--- src/rtl/xnor_pkg.sv ---
// Shared definitions for the xnor32 arbitration slice: data width, slot
// encoding and the round-robin search helper.
package xnor_pkg;

    localparam int unsigned XNOR_WIDTH = 32;
    localparam int unsigned RR_MAX     = 8;

    typedef enum logic {
        SlotEmpty = 1'b0,
        SlotFull  = 1'b1
    } slot_state_e;

    typedef struct packed {
        logic       found;
        logic [2:0] idx;
    } rr_pick_t;

    // First set bit of valid at or after ptr, wrapping modulo num.
    function automatic rr_pick_t rr_pick(input logic [RR_MAX-1:0] valid,
                                         input logic [2:0]        ptr,
                                         input int unsigned       num);
        rr_pick_t    res;
        int unsigned cand;
        res = '0;
        for (int unsigned i = 0; i < RR_MAX; i++) begin
            cand = (32'(ptr) + i) % num;
            if (i < num && !res.found && valid[cand[2:0]]) begin
                res.found = 1'b1;
                res.idx   = cand[2:0];
            end
        end
        return res;
    endfunction

endpackage

--- src/rtl/rr_arbiter.sv ---
// Parameterised round-robin picker with its own pointer register; the pointer
// advances past the winner only on a cycle that actually grants.
module rr_arbiter
    import xnor_pkg::*;
#(
    parameter int unsigned NUM_REQ = 4,
    parameter int unsigned ID_W    = 2
) (
    input  logic               clk,
    input  logic               rst_aL,
    input  logic [NUM_REQ-1:0] req_valid,
    input  logic               enable,
    output logic [NUM_REQ-1:0] grant,
    output logic               grant_valid,
    output logic [ID_W-1:0]    grant_id
);

    logic [ID_W-1:0] ptr_q, ptr_d;
    rr_pick_t        pick;

    always_comb begin
        pick        = rr_pick(RR_MAX'(req_valid), 3'(ptr_q), NUM_REQ);
        grant_valid = enable && pick.found;
        grant_id    = ID_W'(pick.idx);
        grant       = '0;
        ptr_d       = ptr_q;
        if (grant_valid) begin
            grant[grant_id] = 1'b1;
            ptr_d = (grant_id == ID_W'(NUM_REQ - 1)) ? '0 : grant_id + ID_W'(1);
        end
    end

    always_ff @(posedge clk or negedge rst_aL) begin
        if (!rst_aL) begin
            ptr_q <= '0;
        end else begin
            ptr_q <= ptr_d;
        end
    end

endmodule

--- src/rtl/xnor32.sv ---
// 32-bit XNOR reduction tree; output is 1 when the popcount is even.
module xnor32 (
    input  logic [31:0] a,
    output logic        y
);

    assign y = ~^a;

endmodule

--- src/rtl/xnor_reduce_arb.sv ---
// Shares one xnor32 tree among NUM_REQ valid/ready requesters through a
// single-entry result slot with backpressure and flush.
module xnor_reduce_arb
    import xnor_pkg::*;
#(
    parameter int unsigned NUM_REQ = 4,
    parameter int unsigned ID_W    = 2,
    parameter int unsigned WIDTH   = 32
) (
    input  logic                     clk,
    input  logic                     rst_aL,
    input  logic [NUM_REQ-1:0]       req_valid,
    input  logic [NUM_REQ*WIDTH-1:0] req_data,
    output logic [NUM_REQ-1:0]       req_ready,
    output logic                     resp_valid,
    output logic [ID_W-1:0]          resp_id,
    output logic                     resp_xnor,
    input  logic                     resp_ready,
    input  logic                     flush
);

    if (WIDTH != XNOR_WIDTH) begin : g_width_chk
        $error("xnor_reduce_arb: WIDTH must be 32 to match xnor32");
    end
    if (NUM_REQ < 2 || NUM_REQ > RR_MAX) begin : g_num_chk
        $error("xnor_reduce_arb: NUM_REQ must be 2..8");
    end
    if (ID_W != $clog2(NUM_REQ)) begin : g_id_chk
        $error("xnor_reduce_arb: ID_W must equal clog2(NUM_REQ)");
    end

    slot_state_e     state_q, state_d;
    logic [WIDTH-1:0] data_q, data_d;
    logic [ID_W-1:0] id_q, id_d;
    logic            can_accept;
    logic            grant_valid;
    logic [ID_W-1:0] grant_id;
    logic            xnor_out;

    // A full slot can take a new word only when it drains in the same cycle.
    assign can_accept = !flush && (state_q == SlotEmpty || resp_ready);

    rr_arbiter #(
        .NUM_REQ (NUM_REQ),
        .ID_W    (ID_W)
    ) u_arb (
        .clk         (clk),
        .rst_aL      (rst_aL),
        .req_valid   (req_valid),
        .enable      (can_accept),
        .grant       (req_ready),
        .grant_valid (grant_valid),
        .grant_id    (grant_id)
    );

    always_comb begin
        state_d = state_q;
        data_d  = data_q;
        id_d    = id_q;
        if (flush) begin
            state_d = SlotEmpty;
        end else if (grant_valid) begin
            state_d = SlotFull;
            data_d  = req_data[32'(grant_id) * WIDTH +: WIDTH];
            id_d    = grant_id;
        end else if (state_q == SlotFull && resp_ready) begin
            state_d = SlotEmpty;
        end
    end

    always_ff @(posedge clk or negedge rst_aL) begin
        if (!rst_aL) begin
            state_q <= SlotEmpty;
            data_q  <= '0;
            id_q    <= '0;
        end else begin
            state_q <= state_d;
            data_q  <= data_d;
            id_q    <= id_d;
        end
    end

    xnor32 u_xnor32 (
        .a (data_q),
        .y (xnor_out)
    );

    assign resp_valid = (state_q == SlotFull);
    assign resp_id    = id_q;
    // Gated so an empty slot (including reset, where data is zero) reads as 0.
    assign resp_xnor  = resp_valid & xnor_out;

    a_grant_onehot: assert property (@(posedge clk) disable iff (!rst_aL)
        $onehot0(req_ready));

    a_hold_stable: assert property (@(posedge clk) disable iff (!rst_aL)
        (resp_valid && !resp_ready && !flush) |=>
            (resp_valid && $stable(data_q) && $stable(id_q)));

    a_flush_empties: assert property (@(posedge clk) disable iff (!rst_aL)
        flush |=> !resp_valid);

endmodule

--- config.mk ---
export PLATFORM = sky130hd
export DESIGN_NAME = xnor_reduce_arb
export DESIGN_NICKNAME = d
export VERILOG_FILES = /design/src/rtl/xnor_pkg.sv /design/src/rtl/rr_arbiter.sv /design/src/rtl/xnor32.sv /design/src/rtl/xnor_reduce_arb.sv
export SDC_FILE = /design/constraint.sdc
export NUM_CORES = 1
export LEC_CHECK = 0
export ABC_AREA = 1
export CAP_MARGIN = 20
export CELL_PAD_IN_SITES_DETAIL_PLACEMENT = 1
export CELL_PAD_IN_SITES_GLOBAL_PLACEMENT = 2
export CORE_MARGIN = 3
export CORE_UTILIZATION = 20
export DETAILED_ROUTE_END_ITERATION = 16
export PLACE_DENSITY = 0.88
export SYNTH_ARGS = -nofsm -noshare
export SYNTH_HDL_FRONTEND = slang
export SYNTH_SLANG_ARGS = --single-unit
--- constraint.sdc ---
create_clock -name clk -period 2.1 [get_ports clk]
set_input_delay 0.315 -clock clk [delete_from_list [all_inputs] [get_ports clk]]
set_output_delay 0.315 -clock clk [all_outputs]
set_load 0.01 [all_outputs]
* Word-level counts from Yosys, hierarchy flattened
Cells that the tools add are included.
** Cells by class
- Add/subtract/negate cells :: 4
- Multiplexer cells :: 19
- Shifts and indexed selects :: 1
- Reduce and logical (&&, ||, !) cells :: 15
- Bitwise gates (word level) :: 3
- Magnitude comparators :: 6
- Equality and inequality tests :: 1
** Operators by type and width (count)
- 128-bit by 8-bit indexed part select with 32-bit output :: 1
- 32-bit XNOR reduction :: 1
- 4-bit 2-to-1 mux :: 5
- 2-bit by 4-bit < comparator with 1-bit output (second input constant) :: 4
- 1-bit binary-select mux with 2-bit select :: 4
- 1-bit 2-to-1 mux :: 8
- 1-bit logical AND :: 7
- 2-bit by 1-bit adder with 2-bit output (second input constant) :: 2
- 2-bit adder (second input constant) :: 2
- 1-bit zero test :: 4
- 2-bit by 3-bit < comparator with 1-bit output (second input constant) :: 1
- 3-bit nonzero test :: 1
- 1-bit demux with 2-bit select :: 1
- 2-bit equality test (second input constant) :: 1
- 2-bit by 1-bit >= comparator with 1-bit output (second input constant) :: 1
- 2-bit 2-to-1 mux :: 1
- 1-bit inverter :: 2
- 2-bit AND reduction :: 1
- 1-bit bitwise AND :: 1
- 1-bit logical OR :: 1
** Word-level totals
- Logic and storage cells :: 53
- Output and inout bits :: 8
- Register bits :: 37
- Input bits :: 136

* Depth between registers and ports, before layout
Gate-level depths: netlist of the first run.
- Depth in word-level cells :: 17
- Depth in mapped cells :: 15
- Gate-level depth less buffers :: 13

* By module
From an unflattened synthesis of the first run, not the netlist that was laid out.
** Unflattened totals
- Cells, all modules :: 758
- Area, all modules :: 4042.6 um^2
** Modules (own cells, without submodules)
- xnor_reduce_arb :: area an instance 2715.1 um^2, cells each 456, seq. area each 875.8 um^2, instances 1
- xnor32 :: area an instance 852.1 um^2, cells each 217, seq. area each 0.0 um^2, instances 1
- rr_arbiter :: area an instance 475.5 um^2, cells each 85, seq. area each 50.0 um^2, instances 1

* Worst setup path before layout of the first run
Ideal clock, no wire load.
- Kind :: reg2out
- From :: register u_arb.ptr_q[0]
- To :: output port req_ready[3]
- Data required time :: 1.785 ns
- Setup slack :: -0.059 ns
- Path buffers :: 3
- Arrival :: 1.844 ns
- Cell stages (with the launch flop) :: 16
- Cell sequence :: dfrtp_1 buf_4 nand2_1 nand2_1 nand2_1 nand2_1 nor2_4 nand3_1 nand2_2 nand2_4 buf_6 buf_6 inv_1 ha_1 inv_1 nor2_1
** On the way
- Cells in the longest elaborated chain, start to end :: 17
- Elaborated cells between the ends (all ways) :: 28
- Classes of those cells :: add/sub (3); order compare (2); mux (15); reduce/logical (8)
** Ends and longest elaborated chain
- from (decl) :: line rr_arbiter.sv:18 : logic [ID_W-1:0] ptr_q, ptr_d;
- from (signal assigned) :: line rr_arbiter.sv:37 : ptr_q <= ptr_d;
- parallel branches: the longest is 11 deep, another holds 2-bit by 1-bit adder with 2-bit output
- 4-bit 2-to-1 mux (*) :: line xnor_pkg.sv:27 : if (i < num && !res.found && valid[cand[2:0]]) begin
- 2-bit by 3-bit < comparator with 1-bit output (implied by the code) or 2-bit by 1-bit >= comparator with 1-bit output (tied branches) :: line rr_arbiter.sv:28 : grant[grant_id] = 1'b1;
- 1-bit logical AND (implied by the code) :: line rr_arbiter.sv:28
- 1-bit 2-to-1 mux (implied by the code) :: line rr_arbiter.sv:28
- 1-bit demux with 2-bit select
- 4-bit 2-to-1 mux (*) :: line rr_arbiter.sv:27 : if (grant_valid) begin
- to (decl) :: line xnor_reduce_arb.sv:14 : output logic [NUM_REQ-1:0] req_ready,
Mark *: on every way between the ends. The select of a mux whose other input is x is not followed.

* Worst setup path after layout of the first run
Ends and elaborated chain as after synthesis.

==> reports/metrics.cfg, run 1 <==
[clock_network]
htreeDepth = 2
cts_buffers = 5
insertion_delay_ps = 290
clk_path_buf_depth = 2
clock_sinks = 37
cts-root-buf = clkbuf_16
cts_tree = yes
clk_pin_slew_ps = 70

[placement]
hpwl_um = 11000
routabilityCongestion = 0.828
io_buffer_count = 143
dp_cells = 920

[synthesis]
synth_top_family_by_area = simple AND/OR/NAND/NOR gates
synth_fa_ha_area_share_pct = 0.356
avgSynthCellArea_um2 = 6.37
seq_area_frac_synth_pct = 26.4
synth-compound-area-share_pct = 0.962
synth-xor-area-share_pct = 7.48
netlist_area_um2 = 3510
syn_inst = 551
synth-seq-cells = 37
netlist-cell-type-count = 29
synth_warnings = 0
synth_mux_area_share_pct = 0
syn_nets = 688
synth_simple_gate_area_share_pct = 52.5

[timing]
fmax_ghz = 0.418
final-setup-viol-count = 37
slew_headroom_pct = 39.6
min_period_over_period_pct = 114
fin_setup_tns_ps = -7580
skew_ps = 11.8
hold_ws_ps = 143
drv_slew = 0
finalCriticalPeriod_ps = 2390
setup_slack_ps = -290
rsz0062_at_grt = yes
final-hold-violation-count = 0
tightestPinTransition_ps = 906

[pwr]
power_leakage_nw = 2.76
power.density_nw_per_um2 = 1740
vdd_ir_drop_max_mv = 1.01

[floorplanning]
die_area_um2 = 19200
fp-row-count = 47
die_width_um = 139
die_h_um = 139
core_um2 = 16900
initial_core_util_pct = 20.8
io_pins = 144

[detailed_routing]
firstDrtPassIters = 4
vias = 4247
ant_nets = 0
wl_per_cell_um = 16.0
vias_per_cell = 4.48
drc_errors = 0
drt_iter0_drc = 189
wl_um = 15200

[grt]
grt_pass1_vias = 4504
grt.overflow.total = 0
grt_pass1_wl_um = 23500
grt_max_degree = 54
grt_usage_pct = 15.0
antenna_found_initial = 0

[setup_path]
arrival_ps = 2070
cp_max_fo = 5
path_class = reg2out
worst_ep_required_time_ps = 1780
cp-start-kind = flop
endpoint_kind = output pin

[run]
drv_cap = 0

[cells_and_area]
nNetsFinal = 863
antenna_cells = 0
final_layout_size_suffix_gt1_share_pct = 19.9
nFillCells = 2086
syn2layout_area_growth_pct = 69.8
utilization_pct = 35.3
stdcell_count = 947

[run_status]
outcome = finished, violations left
failed_checks = setup timing

[min_path]
hold_class = in2async

==> cell families after synthesis <==
family / after synthesis
compound gates: 6
xor+xnor: 30
buf+inv: 95
fa+ha+maj: 1
simple gates: 382
flops: 37
==> sequential cells by signal (all words and copies together), names as in the netlist <==
register     flops
data_q          32
resp_id          2
u_arb.ptr_q      2
resp_valid       1
==> area by class of cell <==
| type | instances | area, µm² | share of cell area (%) |
|---|---|---|---|
| multi-input combinational | 419 | 2390 | 40.0 |
| timing repair buffer | 200 | 1980 | 33.2 |
| sequential | 37 | 927 | 15.6 |
| tap | 220 | 275 | 4.62 |
| inverter | 62 | 238 | 3.99 |
| clock buffer | 5 | 125 | 2.10 |
| clock inverter | 3 | 22.5 | 0.378 |
| timing repair inverter | 1 | 7.51 | 0.126 |
==> critical path: stages, from the launching register on <==
cell	delay, ps
dfrtp_2	490
buf_6	160
nand2_4	70
nand2_4	70
nand2_2	80
nand2_2	60
nor2_4	150
buf_6	120
nand3b_4	80
nand3_4	100
ha_4	150
inv_2	30
nor2_2	80
buf_2	140
==> cell usage in the layout, fill, tap and decap left out, drive strengths merged, types with 3 or more instances in the layout <==
| master | count |
|---|---|
| clkdlybuf4s50 | 137 |
| nand2 | 135 |
| nand3 | 119 |
| nor2 | 72 |
| inv | 62 |
| buf | 60 |
| dfrtp | 37 |
| nand3b | 34 |
| xnor2 | 21 |
| nand4 | 18 |
| xor2 | 9 |
| clkbuf | 8 |
| and2 | 3 |
| o21ai | 3 |
| clkinv | 3 |
==> worst paths after layout <==
kind                                 from              to  slack, ps  cells past startpoint
max reg2reg                u_arb.ptr_q[0]      data_q[20]       -240                     17
min reg2reg                    resp_id[1]      resp_id[1]        490                      2
max in group asynchronous          rst_aL  u_arb.ptr_q[0]       1320                      1
max                        u_arb.ptr_q[0]    req_ready[3]       -290                     13
min                                rst_aL      data_q[18]        140                      1
min in group clk               resp_id[1]      resp_id[1]        490                      2
==> routing by layer <==
layer	GRT usage [%]	wire (µm)	vias to the layer above
met5	0	0	-
met4	3.59	294	0
met3	2.52	665	19
met2	27.9	7890	99
met1	17.9	6300	2015
li1	-	-	2114
==> through the flow <==
stage / power, mW / setup WS [ps] / cell area (µm²)
2_1_floorplan: 6.20 / 25.3 / 3540
3_3_place_gp: 8.38 / -556 / 5360
3_5_place_dp: 8.53 / -609 / 5360
4_1_cts: 9.68 / -237 / 5650
5_1_grt: 11.5 / -406 / 5960
6_report: 10.4 / -290 / 5960
==> synthesized netlist by cell type, drive strengths merged <==
library cell / number / area share [%]
nand3b: 34 / 7.6
o21a: 1 / 0.21
xnor2: 21 / 5.2
and2: 3 / 0.53
nand3: 119 / 17
ha: 1 / 0.36
inv: 62 / 6.6
nand2: 135 / 15
nand4: 18 / 3.4
clkbuf: 4 / 0.43
buf: 29 / 5.3
o21ai: 3 / 0.43
dfrtp: 37 / 26
xor2: 9 / 2.2
a21oi: 1 / 0.14
nor2: 72 / 8.5
nor3: 1 / 0.14
o22ai: 1 / 0.18
==> power by group <==
group,switching [mW],leakage (nW),internal [mW],total [mW]
Clock,0.325,0.0738,0.442,0.767
Sequential,0.321,0.454,1.08,1.41
Combinational,4.68,2.23,3.55,8.23
Total,5.32,2.76,5.08,10.4
==> repair_timing <==
action,in CTS,in global routing
hold buffers,0,0
setup endpoints to repair,40,41
pin swaps,14,18
gates resized for setup,45,45
cloned,1,3
setup buffers,11,6
Note: power is estimated with default switching activity, not from simulation.
==> run 2, diff against run 1 <==
Settings changed: PLACE_DENSITY 0.88 to 0.89, SYNTH_HIERARCHICAL from default to 1.
==> run 2 against run 1 <==
The flow still finishes with violations (setup timing). Clock power down 1%. Combinational power is 47% higher. Clock skew shrank 8.6 ps. Sequential power rose by 5%. Utilization up 2.0 points. Sequential share of layout area down 2.8 points. Critical path type unchanged. Critical endpoint is now req_ready[1].
==> reports/metrics.cfg, run 2 <==
[timing]
drv_slew = 0  ; unchanged
fmax_ghz = 0.408  ; was 0.418 GHz
final-hold-violation-count = 0  ; unchanged
final-setup-viol-count = 38  ; was 37
finalCriticalPeriod_ps = 2450  ; was 2390 ps
setup_slack_ps = -354  ; was -290 ps
rsz0062_at_grt = yes  ; unchanged
slew_headroom_pct = 39.6  ; about the same
tightestPinTransition_ps = 906  ; about the same
skew_ps = 3.15  ; was 11.8 ps
min_period_over_period_pct = 117  ; was 114%

[synthesis]
netlist_area_um2 = 4040  ; was 3510 µm²
ys.flop_type = dfrtp_1  ; unchanged
syn_nets = 898  ; was 688
async_flop_share_pct = 100  ; unchanged
synthTopCellsByCount = 469 x nand2_1, 103 x inv_1, 49 x nand3_1  ; was 127 x nand2_1, 118 x nand3_1, 68 x nor2_1
synth_warnings = 6  ; was 0
synth-seq-cells = 37  ; unchanged
syn_inst = 758  ; was 551
synth_edf_count = 0  ; unchanged
seq_area_frac_synth_pct = 22.9  ; was 26.4%
avgSynthCellArea_um2 = 5.33  ; was 6.37 µm²
synth_largest_area_cell = nand2_1  ; was dfrtp_1
netlist-cell-type-count = 26  ; was 29
yosysMostFrequentCell = nand2_1  ; unchanged
synth_top_area_share_pct = 43.5  ; was 26.4%
synthTopCellsByArea = nand2_1 44%, dfrtp_1 23%, inv_1 9.6%  ; was dfrtp_1 26%, nand3_1 17%, nand2_1 14%

[setup_path]
rr_endpoint = data_q[6]  ; was data_q[20]
reg2reg_setup_slack_ps = -330  ; was -240 ps
path_class = reg2out  ; unchanged
crit_end = req_ready[1]  ; was req_ready[3]
endpoint_kind = output pin  ; unchanged
cp-startpoint = u_arb/ptr_q[0]  ; was u_arb.ptr_q[0]
cp-start-kind = flop  ; unchanged
worst_r2r_path_depth = 19  ; was 17
arrival_ps = 2140  ; was 2070 ps
worst_ep_required_time_ps = 1780  ; about the same
crit_slowest_cell = dfrtp_2  ; unchanged
path_cells = buf_12, nand2_4, nand2_4, nand2_4, nand2_4, nor2_4, nand3_2, nand3_2, nand2_2, buf_6, ha_4, inv_2, nor2_2, buf_2  ; was buf_6, nand2_4, nand2_4, nand2_2, nand2_2, nor2_4, buf_6, nand3b_4, nand3_4, ha_4, inv_2, nor2_2, buf_2
crit_top_cell = nand2_4
cp_max_fo = 6  ; was 5
worst_path_largest_cell_delay_ps = 480  ; was 490 ps
worstReg2RegStart = u_arb/ptr_q[0]  ; was u_arb.ptr_q[0]

[cells_and_area]
seq_area_um2 = 935  ; was 927 µm²
syn2layout_area_growth_pct = 81.6  ; was 69.8%
final_cell_mix = 403 x nand2_1, 135 x clkdlybuf4s50_1, 93 x inv_1, 56 x nand2_2, 37 x nand3_2  ; was 137 x clkdlybuf4s50_1, 110 x nand2_1, 99 x nand3_1, 63 x nor2_1, 55 x inv_1
final_layout_size_suffix_gt1_share_pct = 27.1  ; was 19.9%
final_cell_area_um2 = 7340  ; was 5960 µm²
final_common_cell = nand2_1  ; was clkdlybuf4s50_1
largest_reg_flops = 32  ; unchanged
multi_input_area_um2 = 3110  ; was 2390 µm²
nNetsFinal = 1089  ; was 863
antenna_cells = 0  ; unchanged
regMostFlops = data_q  ; unchanged
stdcell_count = 1214  ; was 947
nFillCells = 2541  ; was 2,086
utilization_pct = 37.3  ; was 35.3%

[grt]
grt_max_degree = 38  ; was 54
grt.overflow.total = 0  ; unchanged
grt_pass1_vias = 5202  ; was 4,504
grt_pass1_wl_um = 26000  ; was 23,500 µm
antenna_found_initial = 0  ; unchanged
grt_usage_pct = 14.6  ; was 15.0%

[placement]
dp_cells = 1170  ; was 920
hpwl_um = 11400  ; was 11,000 µm
dpl_cell_area_um2 = 5890  ; was 5360 µm²
io_buffer_count = 143  ; unchanged
routabilityCongestion = 0.764  ; was 0.828

[pwr]
vdd_ir_drop_max_mv = 0.783  ; was 1.01 mV
power_leakage_nw = 4.02  ; was 2.76 nW
power_mw = 14.3  ; was 10.4 mW
power.density_nw_per_um2 = 1950  ; was 1740 nW/µm²

[detailed_routing]
wl_um = 17200  ; was 15,200 µm
firstDrtPassIters = 4  ; unchanged
ant_nets = 0  ; unchanged
wl_per_cell_um = 14.2  ; was 16.0 µm
drt_iter0_drc = 185  ; was 189
vias_per_cell = 4.22  ; was 4.48
drc_errors = 0  ; unchanged
vias = 5125  ; was 4,247

[clock_network]
clk_pin_slew_ps = 60  ; was 70 ps
cts-root-buf = clkbuf_16  ; unchanged
cts_buffers = 5  ; unchanged
htreeDepth = 2  ; unchanged
clock_sinks = 37  ; unchanged
clk_path_buf_depth = 2  ; unchanged
cts_hold_buf = 0  ; unchanged
cts_tree = yes  ; unchanged
insertion_delay_ps = 280  ; was 290 ps

[floorplanning]
initial_core_util_pct = 20.6  ; was 20.8%
die_width_um = 148  ; was 139 µm
fp-row-count = 51  ; was 47
io_pins = 144  ; unchanged
core_um2 = 19700  ; was 16,900 µm²
die_h_um = 148  ; was 139 µm
die_area_um2 = 22000  ; was 19,200 µm²

[min_path]
hold_class = in2async  ; unchanged

[run_status]
outcome = finished, violations left  ; unchanged
failed_checks = setup timing  ; unchanged

[run]
drv_cap = 0  ; unchanged

-- run 2: stage by stage --
stage	hold WS [ps]	setup slack (ps)	setup TNS (ps)
finish	156	-354	-9450
global route	250	-484	-15090
CTS	207	-291	-7500
detailed placement	502	-714	-23430
global placement	472	-652	-21820
floorplan	19.4	153	0
-- run 2: layout make-up --
cell class | instances | share of cell area, %
Clock buffer | 7 | 1.94
Timing Repair Buffer | 206 | 31.5
Timing Repair inverter | 1 | 0.0852
Tap cell | 265 | 4.52
Sequential cell | 37 | 12.7
Inverter | 118 | 6.84
Multi-Input combinational cell | 580 | 42.4
-- run 2: cell families (layout without fill, tap and decap cells) --
kind of cell | count (synthesis) | in the layout | synth area share (%)
fa+ha+maj | 4 | 4 | 1.24
flops | 37 | 37 | 22.9
simple gates | 568 | 570 | 59.0
compound gates | 4 | 4 | 0.681
xor+xnor | 2 | 2 | 0.433
buf+inv | 143 | 332 | 15.7
-- run 2: power by group --
group | internal (mW) | switching, mW | leakage [nW]
Clock | 0.467 | 0.291 | 0.0700
Combinational | 5.46 | 6.65 | 3.50
Sequential | 1.07 | 0.411 | 0.454
Total | 6.99 | 7.35 | 4.02
-- run 2: worst min-delay path by stage --
stage | startpoint | end
2_1_floorplan | rst_aL | data_q[0]
4_1_cts | rst_aL | data_q[29]
3_3_place_gp | resp_id[0] | resp_id[0]
5_1_grt | rst_aL | data_q[29]
3_5_place_dp | rst_aL | data_q[9]
6_report | rst_aL | data_q[29]
-- run 2: critical path: cells and delay by family, from the launching register on --
family / cells / cell delay, ps
buffers and inverters: 4 / 490
AND/OR/NAND/NOR: 9 / 730
flip-flops: 1 / 480
adder cells (fa/ha/maj): 1 / 150
-- run 2: timing repair --
| item | in CTS | in global routing |
|---|---|---|
| setup buffers | 13 | 15 |
| endpoints found under the setup margin | 39 | 39 |
| resized for setup | 97 | 141 |
| pin swaps | 23 | 46 |
| cloned | 11 | 4 |
-- run 2: layer usage --
metal	vias up	part of all wire [%]	wire, µm	GRT usage (%)
met5	-	0	0	0
met4	0	1.3	226	2.82
met3	10	2.4	421	1.68
met2	67	55	9550	28.0
met1	2452	41	7040	17.4
li1	2596	-	-	-
==> run 3, diff against run 2 <==
Settings changed: PLACE_DENSITY 0.89 to 0.88, SYNTH_HIERARCHICAL 1 to default.
==> results of run 3 <==
Final layout, timing and power as in run 1 (identical DEF).
